File: config.mk
export PLATFORM = sky130hd
export DESIGN_NAME = serial_chunker
export DESIGN_NICKNAME = d
export VERILOG_FILES = /design/src/rtl/serial_chunker.sv
export SDC_FILE = /design/constraint.sdc
export NUM_CORES = 1
export LEC_CHECK = 0
export ABC_CLOCK_PERIOD_IN_PS = 3800
export BUFFER_PORTS_ARGS = -buffer_cell sky130_fd_sc_hd__buf_2
export CAP_MARGIN = 0
export CORE_ASPECT_RATIO = 1.4
export CORE_MARGIN = 1
export CORE_UTILIZATION = 45
export DETAILED_ROUTE_END_ITERATION = 8
export PLACE_DENSITY = 0.67
export REMOVE_ABC_BUFFERS = 1
export SLEW_MARGIN = 25
export SYNTH_ARGS = -nofsm -noshare
export SYNTH_HDL_FRONTEND = slang
export SYNTH_SLANG_ARGS = --single-unit
export TNS_END_PERCENT = 100
File: constraint.sdc
create_clock -name clk -period 3.8 [get_ports clk]
set_input_delay 0.38 -clock clk [delete_from_list [all_inputs] [get_ports clk]]
set_output_delay 0.38 -clock clk [all_outputs]
set_load 0.05 [all_outputs]
File: src/rtl/serial_chunker.sv
// Collects received bytes into a shifting window and hands PAT_W-bit chunks to the
// pattern matcher over a valid/ready handshake, in either BLOCK or SLIDE mode.
module serial_chunker #(
  parameter int BYTE_W      = 8,
  parameter int CHUNK_BYTES = 4,
  parameter int PAT_W       = 30,
  parameter int STRIDE      = 1,
  parameter int CNT_W       = 32
) (
  input  logic              clk,
  input  logic              reset,
  input  logic [BYTE_W-1:0] in_data_i,
  input  logic              in_valid_i,
  input  logic              mode_i,
  input  logic              flush_i,
  output logic [PAT_W-1:0]  out_data_o,
  output logic              out_valid_o,
  input  logic              out_ready_i,
  output logic [CNT_W-1:0]  chunk_count_o,
  output logic              overflow_o
);

  localparam int WIN_W  = CHUNK_BYTES * BYTE_W;
  localparam int FILL_W = $clog2(CHUNK_BYTES + 1);
  localparam int STR_W  = (STRIDE > 1) ? $clog2(STRIDE + 1) : 1;

  localparam logic [FILL_W-1:0] FILL_FULL = FILL_W'(CHUNK_BYTES);
  localparam logic [FILL_W-1:0] FILL_LAST = FILL_W'(CHUNK_BYTES - 1);
  localparam logic [STR_W-1:0]  STR_LAST  = STR_W'(STRIDE - 1);

  if (STRIDE < 1 || STRIDE > CHUNK_BYTES) begin : g_bad_stride
    $error("serial_chunker: STRIDE must lie in 1..CHUNK_BYTES");
  end
  if (PAT_W > WIN_W) begin : g_bad_pat_w
    $error("serial_chunker: PAT_W must not exceed CHUNK_BYTES*BYTE_W");
  end

  typedef enum logic {
    MODE_BLOCK = 1'b0,
    MODE_SLIDE = 1'b1
  } mode_e;

  logic [WIN_W-1:0]  win_q, win_d;
  logic [FILL_W-1:0] fill_q, fill_d;
  logic [STR_W-1:0]  stride_q, stride_d;
  mode_e             mode_q, mode_d;
  logic [PAT_W-1:0]  data_q, data_d;
  logic              valid_q, valid_d;
  logic [CNT_W-1:0]  count_q, count_d;
  logic              ovf_q, ovf_d;

  logic              accept;
  logic              chunk_done;
  logic [WIN_W-1:0]  win_shift;

  assign accept = in_valid_i && !flush_i;

  // The oldest byte falls out of the window on every shift and never reaches an output.
  if (CHUNK_BYTES > 1) begin : g_shift
    logic unused_oldest;
    assign unused_oldest = ^win_q[WIN_W-1 -: BYTE_W];
    assign win_shift     = {win_q[WIN_W-BYTE_W-1:0], in_data_i};
  end else begin : g_single
    logic unused_oldest;
    assign unused_oldest = ^win_q;
    assign win_shift     = in_data_i;
  end

  always_ff @(posedge clk or posedge reset) begin
    if (reset) begin
      win_q    <= '0;
      fill_q   <= '0;
      stride_q <= '0;
      mode_q   <= MODE_BLOCK;
      data_q   <= '0;
      valid_q  <= 1'b0;
      count_q  <= '0;
      ovf_q    <= 1'b0;
    end else begin
      win_q    <= win_d;
      fill_q   <= fill_d;
      stride_q <= stride_d;
      mode_q   <= mode_d;
      data_q   <= data_d;
      valid_q  <= valid_d;
      count_q  <= count_d;
      ovf_q    <= ovf_d;
    end
  end

  always_comb begin
    win_d      = win_q;
    fill_d     = fill_q;
    stride_d   = stride_q;
    mode_d     = mode_q;
    data_d     = data_q;
    valid_d    = valid_q;
    count_d    = count_q;
    ovf_d      = ovf_q;
    chunk_done = 1'b0;

    // Mode only switches between windows so a chunk is never assembled under two rules.
    if (fill_q == '0 && !accept) begin
      mode_d = mode_e'(mode_i);
    end

    if (flush_i) begin
      win_d    = '0;
      fill_d   = '0;
      stride_d = '0;
      data_d   = '0;
      valid_d  = 1'b0;
      count_d  = '0;
      ovf_d    = 1'b0;
    end else begin
      if (accept) begin
        win_d = win_shift;
        if (mode_q == MODE_BLOCK) begin
          if (fill_q == FILL_LAST) begin
            fill_d     = '0;
            chunk_done = 1'b1;
          end else begin
            fill_d = fill_q + 1'b1;
          end
        end else if (fill_q != FILL_FULL) begin
          fill_d     = fill_q + 1'b1;
          chunk_done = (fill_q == FILL_LAST);
        end else if (stride_q == STR_LAST) begin
          stride_d   = '0;
          chunk_done = 1'b1;
        end else begin
          stride_d = stride_q + 1'b1;
        end
      end

      // A held chunk that is not being taken this cycle wins over a freshly completed one.
      if (chunk_done) begin
        if (!valid_q || out_ready_i) begin
          data_d  = win_shift[PAT_W-1:0];
          valid_d = 1'b1;
          count_d = count_q + 1'b1;
        end else begin
          ovf_d = 1'b1;
        end
      end else if (valid_q && out_ready_i) begin
        valid_d = 1'b0;
      end
    end
  end

  assign out_data_o    = data_q;
  assign out_valid_o   = valid_q;
  assign chunk_count_o = count_q;
  assign overflow_o    = ovf_q;

endmodule

==> flow_summary.yaml, run 1 <==
layout:
  final_nets: 485
  antennaDiodeCount: 0
  final_cells: 577
  drive_gt1_share_pct: 22.5
  area_delta_synth_final_pct: 20.1
critical_path:
  path_max_fanout: 24
  cp-end-kind: "flip-flop"
  critPathKind: "flip-flop to flip-flop"
  reg2reg_slack_ps: 1270
  crit_arrival_ps: 2810
  required_ps: 4070
  reg2reg_depth: 7
  critPathLaunchType: "flip-flop"
  r2r_end: "chunk_count_o[30]"
  startpoint: "fill_q[0]"
  timing.rr.start: "fill_q[0]"
floorplanning:
  ios: 78
  start_util_pct: 46.6
  die_w_um: 82.1
  die_h_um: 114
  row_count: 40
  coreArea_um2: 8660
  die-area_um2: 9360
sta:
  worstMarginPinSlew_ps: 867
  fin_crit_sh_pct: 66.6
  rsz0062_at_grt: "false"
  timing.slew.headroom_pct: 42.2
  setup_viol: 0
  hold_viol: 0
  fin_tns_setup_ps: 0
  max_freq_mhz: 395
  hold_ws_ps: 140
  finalClockSkew_ps: 4.71
  drv_slew: 0
  min_period_ps: 2530
placement:
  gp_routability_congestion: 0.785
  dp.final_hpwl_um: 6030
  dp_cells: 562
  portBuffers: 77
logic_synthesis:
  synthTopCellsByCount: "dfrtp_1, nor2_1, nand2_1, a21oi_1, mux2i_1"
  seq_area_frac_synth_pct: 55.8
  ys.flop_type: "dfrtp_1"
  synth-edff-count: 0
  synth_area_leaders: "dfrtp_1, mux2i_1, nor2_1"
  syn_inst: 395
  syn_area_per_cell_um2: 10.2
  synth_most_common_cell: "dfrtp_1"
  ys_ff_latch: 90
  syn_area_um2: 4040
  synth_warnings: 0
  synth_area_leader_cell: "dfrtp_1"
  ys_async_sr_fraction_pct: 100
  yosysTopAreaCellShare_pct: 55.8
  synth_cell_type_count: 40
clock_network:
  htree_levels: 3
  cts_tree: "yes"
  clockRootBuffer: "clkbuf_16"
  postCtsHoldBufs: 0
  ctsLongestPathBuffers: 2
  cts_buffers: 9
  post_cts_resized: 0
  clock_latency_ps: 340
  post_cts_buffers: 0
  cts.sinks: 90
  clk_pin_slew_ps: 60
routing:
  ant_nets: 0
  vias_per_cell: 5.38
  wl_met1_um: 3910
  wl_per_cell_um: 15.4
  dr.pass1.iters: 4
  dr_wl_met2_um: 4540
  drc: 0
  drt_wl_total_um: 8880
  top_layer: "met4"
  vias: 3105
  first_iter_violations: 163
  route.met3.wl_um: 279
power:
  power_density_nw_per_um2: 419
  total_leakage_power_nw: 2.37
  irDropWorstVdd_uv: 326
flow_run:
  maxCapViolCount: 0
global_routing:
  grt.overflow.total: 0
  grtUsageTotal_pct: 20.8
  grt_start_max_net_pins: 49
  grt_pass1_wl_um: 14700
  grt_pass1_vias: 2973
  antenna_found_initial: 0
outcome:
  status: "finished clean"
worst_hold_path:
  hold_class: "primary input to async pin"
## critical path, stage by stage (launching register included)
cell and delay [ps]:
dfrtp_1 390, inv_1 60, ha_1 220, and3_1 170, nor3_1 490, or2_1 760
o41ai_1 210, a21oi_1 150
## through the flow
stage	worst slack, ps	util [%]	total power [mW]	area [µm²]
2_1_floorplan	-351	-	1.05	3940
3_3_place_gp	1390	52.3	1.10	4530
3_5_place_dp	1290	52.3	1.10	4530
4_1_cts	1250	56.0	2.05	4850
5_1_grt	1040	56.0	2.10	4850
6_report	1270	56.0	2.03	4850
## flip-flops by register name, summed over array words and instances, names as in the netlist
name and count:
chunk_count_o 32, fill_q 3, mode_q 1, out_data_o 30, out_valid_o 1, overflow_o 1
win_q 22
## cells by family after synthesis
logic type | synth area share (%)
AO/OA/AOI/OAI | 9.17
XOR/XNOR | 4.12
adder cells (fa/ha/maj) | 0.930
buffers and inverters | 2.94
flip-flops | 55.8
multiplexers | 6.85
AND/OR/NAND/NOR | 20.2
## final cells by class
cell class                      count  area (µm²)
Clock buffer                       11         243
Clock inverter                      4        76.3
Fill cell                         776        3810
Timing Repair Buffer               85         445
Sequential cell                    90        2250
Multi-Input combinational cell    276        1680
Inverter                            6        23.8
Tap cell                          105         131
## worst max-delay path by stage
| stage | slack, ps | endpoint | cells after the start |
|---|---|---|---|
| finish | 1270 | chunk_count_o[30] | 7 |
| global route | 1040 | chunk_count_o[24] | 7 |
| CTS | 1250 | chunk_count_o[30] | 7 |
| detailed placement | 1290 | chunk_count_o[30] | 7 |
| global placement | 1390 | chunk_count_o[30] | 7 |
| floorplan | -350 | chunk_count_o[22] | 5 |
## cell usage in the layout (no fill, tap or decap), types with 2 or more instances in the layout
| cell type | n |
|---|---|
| a21oi_1 | 25 |
| a22o_1 | 15 |
| and2_1 | 2 |
| and3_1 | 6 |
| and4_1 | 2 |
| buf_2 | 77 |
| buf_4 | 8 |
| bufinv_16 | 2 |
| clkbuf_16 | 9 |
| dfrtp_1 | 90 |
| ha_1 | 3 |
| inv_1 | 5 |
| mux2_1 | 4 |
| mux2i_1 | 22 |
| nand2_1 | 51 |
| nand2b_1 | 4 |
| nand3_1 | 14 |
| nand4_1 | 10 |
| nor2_1 | 54 |
| nor2b_1 | 8 |
| nor3_1 | 6 |
| nor4_1 | 3 |
| o21ai_0 | 5 |
| o31ai_1 | 4 |
| or4_1 | 5 |
| xnor2_1 | 8 |
| xor2_1 | 11 |
## metal layers
metal	vias to the layer above	global-route usage (%)
met1	1524	27.1
met5	-	0
met2	59	33.2
li1	1512	-
met4	0	9.24
met3	10	3.90
## report_power, final
part	total (mW)	leakage, nW	switching [mW]	internal (mW)
clock network	0.955	0.152	0.363	0.592
registers	0.982	1.25	0.0108	0.971
logic	0.0959	0.977	0.0674	0.0284
total	2.03	2.37	0.441	1.59
Note: power is estimated with default switching activity, not from simulation.
==> run 2: changes to the inputs <==
--- a/config.mk
+++ b/config.mk
@@ -5,14 +5,14 @@
 export SDC_FILE = /design/constraint.sdc
 export NUM_CORES = 1
 export LEC_CHECK = 0
-export ABC_CLOCK_PERIOD_IN_PS = 3800
+export ABC_CLOCK_PERIOD_IN_PS = 2200
 export BUFFER_PORTS_ARGS = -buffer_cell sky130_fd_sc_hd__buf_2
 export CAP_MARGIN = 0
 export CORE_ASPECT_RATIO = 1.4
 export CORE_MARGIN = 1
 export CORE_UTILIZATION = 45
 export DETAILED_ROUTE_END_ITERATION = 8
-export PLACE_DENSITY = 0.67
+export PLACE_DENSITY = 0.7
 export REMOVE_ABC_BUFFERS = 1
 export SLEW_MARGIN = 25
 export SYNTH_ARGS = -nofsm -noshare
==> constraint.sdc (replaced) <==
create_clock -name clk -period 2.2 [get_ports clk]
set_input_delay 0.22 -clock clk [delete_from_list [all_inputs] [get_ports clk]]
set_output_delay 0.22 -clock clk [all_outputs]
set_load 0.05 [all_outputs]
==> flow_summary.yaml, run 2 (synthesis results as in run 1) <==
global_routing:
  grt_pass1_wl_um: 15200
  grt.overflow.total: 0
  grt_pass1_vias: 3169
  antenna_found_initial: 0
  grtUsageTotal_pct: 21.4
  grt_start_max_net_pins: 43
layout:
  final_cells: 591
  nFillCells: 739
  antennaDiodeCount: 0
  final_common_cell: "dfrtp_1"
  drive_gt1_share_pct: 25.1
  area_delta_synth_final_pct: 23.1
  largest_register_ffs: 32
  layout_common_cells: "dfrtp_1, buf_2, nor2_1, nand2_1, a21oi_1"
  final_nets: 498
critical_path:
  crit_family: "simple AND/OR/NAND/NOR gates"
  required_ps: 2410
  critPathKind: "flip-flop to flip-flop"
  r2r_end: "chunk_count_o[31]"
  reg2reg_slack_ps: 160
  cpMaxStageDelayCell: "or4_4"
  path_cells: "nand4_1 -> or4_4 -> nor3_4 -> nand4_1 -> mux2_1"
  timing.rr.start: "chunk_count_o[8]"
  cpMostUsedCell: "nand4_1"
  crit_arrival_ps: 2250
  startpoint: "chunk_count_o[8]"
  reg2reg_depth: 5
  path_depth: 5
  slowest_delay_ps: 620
  path_max_fanout: 6
  cp-end-kind: "flip-flop"
  critPathLaunchType: "flip-flop"
  cp_num_buf_inv: 0
routing:
  dr.pass1.iters: 4
  drc: 0
  first_iter_violations: 155
  vias: 3216
  ant_nets: 0
  vias_per_cell: 5.44
  wl_per_cell_um: 15.5
  drt_wl_total_um: 9150
floorplanning:
  die_h_um: 114
  start_util_pct: 46.6
  row_count: 40
  ios: 78
  coreArea_um2: 8660
  die_w_um: 82.1
  die-area_um2: 9360
clock_network:
  clk_pin_slew_ps: 60
  cts_buffers: 9
  cts.sinks: 90
  post_cts_buffers: 0
  htree_levels: 3
  clock_latency_ps: 330
  clockRootBuffer: "clkbuf_16"
  ctsLongestPathBuffers: 2
  cts_tree: "yes"
worst_hold_path:
  worstHoldEndpoint: "mode_q"
  min_from: "mode_i"
  hold_path_depth: 2
  hold_class: "primary input to flip-flop"
outcome:
  status: "finished clean"
sta:
  timing.slew.headroom_pct: 58.3
  min_period_ps: 2040
  fin_ws_ps: 164
  worstMarginPinSlew_ps: 624
  max_freq_mhz: 491
  fin_tns_setup_ps: 0
  drv_slew: 0
  finalClockSkew_ps: 5.33
  rsz0062_at_grt: "false"
  setup_viol: 0
  hold_viol: 0
  fin_crit_sh_pct: 92.5
placement:
  dp.final_hpwl_um: 6310
  dpl_worst_slack_ps: -33.7
  portBuffers: 77
  dp_cells: 574
  gp_routability_congestion: 0.790
power:
  p_switching_mw: 0.742
  power_frac_clock_pct: 45.1
  p_sw_share_pct: 21.7
  irDropWorstVdd_uv: 478
  combPwrFrac_pct: 5.4
  power_frac_seq_pct: 49.6
  p_int_mw: 2.68
  total_leakage_power_nw: 2.44
  power_density_nw_per_um2: 689
flow_run:
  maxCapViolCount: 0
==> run 2: cell count changes in the layout (fill, tap and decap cells not counted), sizes merged <==
cell	change
buf	+12
clkbuf	+3
bufinv	-1
clkinvlp	-1
dlygate4sd3	+1
==> run 2: per-layer routing <==
| metal | vias to the layer above | global-route usage [%] | wire, µm |
|---|---|---|---|
| met1 | 1588 | 27.7 | 3980 |
| met4 | 0 | 9.24 | 200 |
| met3 | 18 | 4.94 | 344 |
| li1 | 1533 | - | - |
| met5 | - | 0 | 0 |
| met2 | 77 | 33.9 | 4630 |
==> run 2: how the worst max path moves through the flow <==
stage,end
after floorplan,chunk_count_o[22]
after global placement,chunk_count_o[30]
after detailed placement,chunk_count_o[30]
after global routing,chunk_count_o[24]
final,chunk_count_o[31]
after CTS,chunk_count_o[31]
==> run 2: cell type report <==
class / count / area (µm²) / area share [%]
inverters: 6 / 23.8 / 0.478
clock buffers: 14 / 264 / 5.31
clock inverters: 2 / 35.0 / 0.705
well taps: 105 / 131 / 2.64
repair buffers: 98 / 571 / 11.5
multi-input cells: 276 / 1690 / 34.0
flip-flops and latches: 90 / 2250 / 45.4
==> run 2: stage by stage <==
step | hold slack, ps | area, µm² | utilization, % | power (mW)
finish | 128 | 4970 | 57.4 | 3.42
global route | 120 | 4970 | 57.4 | 3.56
CTS | 117 | 4960 | 57.3 | 3.46
detailed placement | 312 | 4650 | 53.7 | 1.91
global placement | 299 | 4650 | 53.7 | 1.90
floorplan | 283 | 3940 | - | 1.81
==> run 2: worst reg2reg max path: cells and delay by family (launching register included) <==
family,cells,cell delay (ps)
AND/OR/NAND/NOR,4,1150
flip-flops,1,420
multiplexers,1,340
==> run 2: power groups by stage <==
stage | combinational (mW) | clock, mW | sequential (mW)
floorplan | 0.0847 | 0 | 1.73
global placement | 0.179 | 0 | 1.73
detailed placement | 0.184 | 0 | 1.73
CTS | 0.186 | 1.57 | 1.70
global route | 0.206 | 1.65 | 1.70
finish | 0.183 | 1.54 | 1.70
==> run 2: repair_timing <==
item                                    CTS  global route
endpoints found under the setup margin    1             5
pin swaps                                 0             1
hold buffers                              1             0
resized for setup                         1             4
endpoints found under the hold margin    32             0
==> run 3: changes to the inputs <==
--- a/config.mk
+++ b/config.mk
@@ -12,8 +12,8 @@
 export CORE_MARGIN = 1
 export CORE_UTILIZATION = 45
 export DETAILED_ROUTE_END_ITERATION = 8
+export GPL_TIMING_DRIVEN = 0
 export PLACE_DENSITY = 0.7
-export REMOVE_ABC_BUFFERS = 1
 export SLEW_MARGIN = 25
 export SYNTH_ARGS = -nofsm -noshare
 export SYNTH_HDL_FRONTEND = slang
==> flow_summary.yaml, run 3 (synthesis results as in run 1) <==
floorplanning:
  die_h_um: 114
  row_count: 40
  start_util_pct: 46.6
  die-area_um2: 9360
  die_w_um: 82.1
  ios: 78
  coreArea_um2: 8660
worst_hold_path:
  hold_class: "primary input to flip-flop"
  min_from: "in_data_i[2]"
global_routing:
  grtUsageTotal_pct: 22.8
  grt_start_max_net_pins: 33
  grt_pass1_wl_um: 15600
  grt.overflow.total: 0
  antenna_found_initial: 0
  grt_pass1_vias: 3168
logic_synthesis:
  syn-num-nets: 412
sta:
  fin_crit_sh_pct: 95.3
  worstMarginPinSlew_ps: 731
  hold_viol: 0
  max_freq_mhz: 477
  rsz0062_at_grt: "true"
  fin_ws_ps: 103
  hold_ws_ps: 122
  setup_viol: 0
  min_period_ps: 2100
  finalClockSkew_ps: 6.24
  fin_tns_setup_ps: 0
  timing.slew.headroom_pct: 51.2
  drv_slew: 0
layout:
  stdcell_area_um2: 4960
  area_delta_synth_final_pct: 22.9
  largest_register_ffs: 32
  antennaDiodeCount: 0
  layout_common_cells: "buf_2, dfrtp_1, nor2_1, nand2_1, a21oi_1"
  final_nets: 503
  drive_gt1_share_pct: 26.1
  final_common_cell: "buf_2"
critical_path:
  slowest_delay_ps: 410
  path_cells: "inv_1 -> ha_2 -> and3_4 -> nor3_2 -> or2_1 -> buf_2 -> buf_4 -> o41ai_2 -> a21oi_1"
  critPathKind: "flip-flop to flip-flop"
  path_max_fanout: 10
  critPathLaunchType: "flip-flop"
  cpMaxStageDelayCell: "dfrtp_1"
  timing.rr.start: "fill_q[0]"
  startpoint: "fill_q[0]"
  cp-end-kind: "flip-flop"
  crit_arrival_ps: 2300
  required_ps: 2400
routing:
  drt_wl_total_um: 9780
  drc: 0
  dr.pass1.iters: 4
  vias_per_cell: 5.39
  ant_nets: 0
  first_iter_violations: 140
  vias: 3210
  wl_per_cell_um: 16.4
clock_network:
  htree_levels: 3
  clockRootBuffer: "clkbuf_16"
  clk_pin_slew_ps: 60
  cts_tree: "yes"
  cts.sinks: 90
  cts_buffers: 9
  ctsLongestPathBuffers: 2
  clock_latency_ps: 340
outcome:
  status: "finished clean"
flow_run:
  maxCapViolCount: 0
power:
  irDropWorstVdd_uv: 549
  total_leakage_power_nw: 2.40
  power_density_nw_per_um2: 684
  total_power_mw: 3.39
placement:
  dp.final_hpwl_um: 6870
  gp_routability_congestion: 0.823
  postPlaceCellArea_um2: 4610
  portBuffers: 76
  dpl_worst_slack_ps: -240
## run 3: metal layers
layer	global-route usage, %	part of all wire, %	wire [µm]
met1	27.9	41	4040
met2	38.8	53	5160
met3	3.90	4.1	403
met4	9.94	1.8	176
met5	0	0	0
## run 3: through the flow
stage | std cells | utilization, %
after floorplan | 395 | -
after global placement | 576 | 52.7
after detailed placement | 578 | 53.2
after CTS | 596 | 56.9
after global routing | 596 | 57.3
final | 596 | 57.3
## run 3: critical path, delay by kind of cell, from the launching register on
family	cells	cell delay [ps]
and+or+nand+nor	3	520
AOI/OAI and AO/OA	2	430
buffers and inverters	3	420
DFF	1	410
adders and majority gates	1	190
## run 3: timing repair
item	CTS	global route
buffers inserted	1	1
hold endpoints to repair	27	0
cloned	0	0
hold buffers	1	0
resized for setup	4	10
pin swaps	1	2
endpoints found under the setup margin	28	44
## run 3: worst paths after layout
| path | depth (start not counted) | slack (ps) | end |
|---|---|---|---|
| worst max-delay path | 9 | 100 | chunk_count_o[30] |
| worst min-delay path | 3 | 120 | out_data_o[2] |
| worst max register to register | 9 | 100 | chunk_count_o[30] |
| worst min register to register | 1 | 500 | out_data_o[24] |
| max in group asynchronous | 4 | 1110 | out_data_o[3] |
| min in group asynchronous | 3 | 520 | out_data_o[17] |
## run 3: power breakdown
part           total (mW)  switching [mW]  internal, mW
clock network        1.50           0.627         0.877
registers            1.70          0.0226          1.68
logic               0.190           0.127        0.0632
## run 3: final cells by class
type                            count  area, µm²
Tap cell                          105        131
Clock inverter                      5       55.1
Inverter                            6       26.3
Sequential cell                    90       2270
Buffer                             22       97.6
Timing Repair Buffer               81        445
Clock buffer                       11        233
Fill cell                         759       3690
Multi-Input combinational cell    276       1710
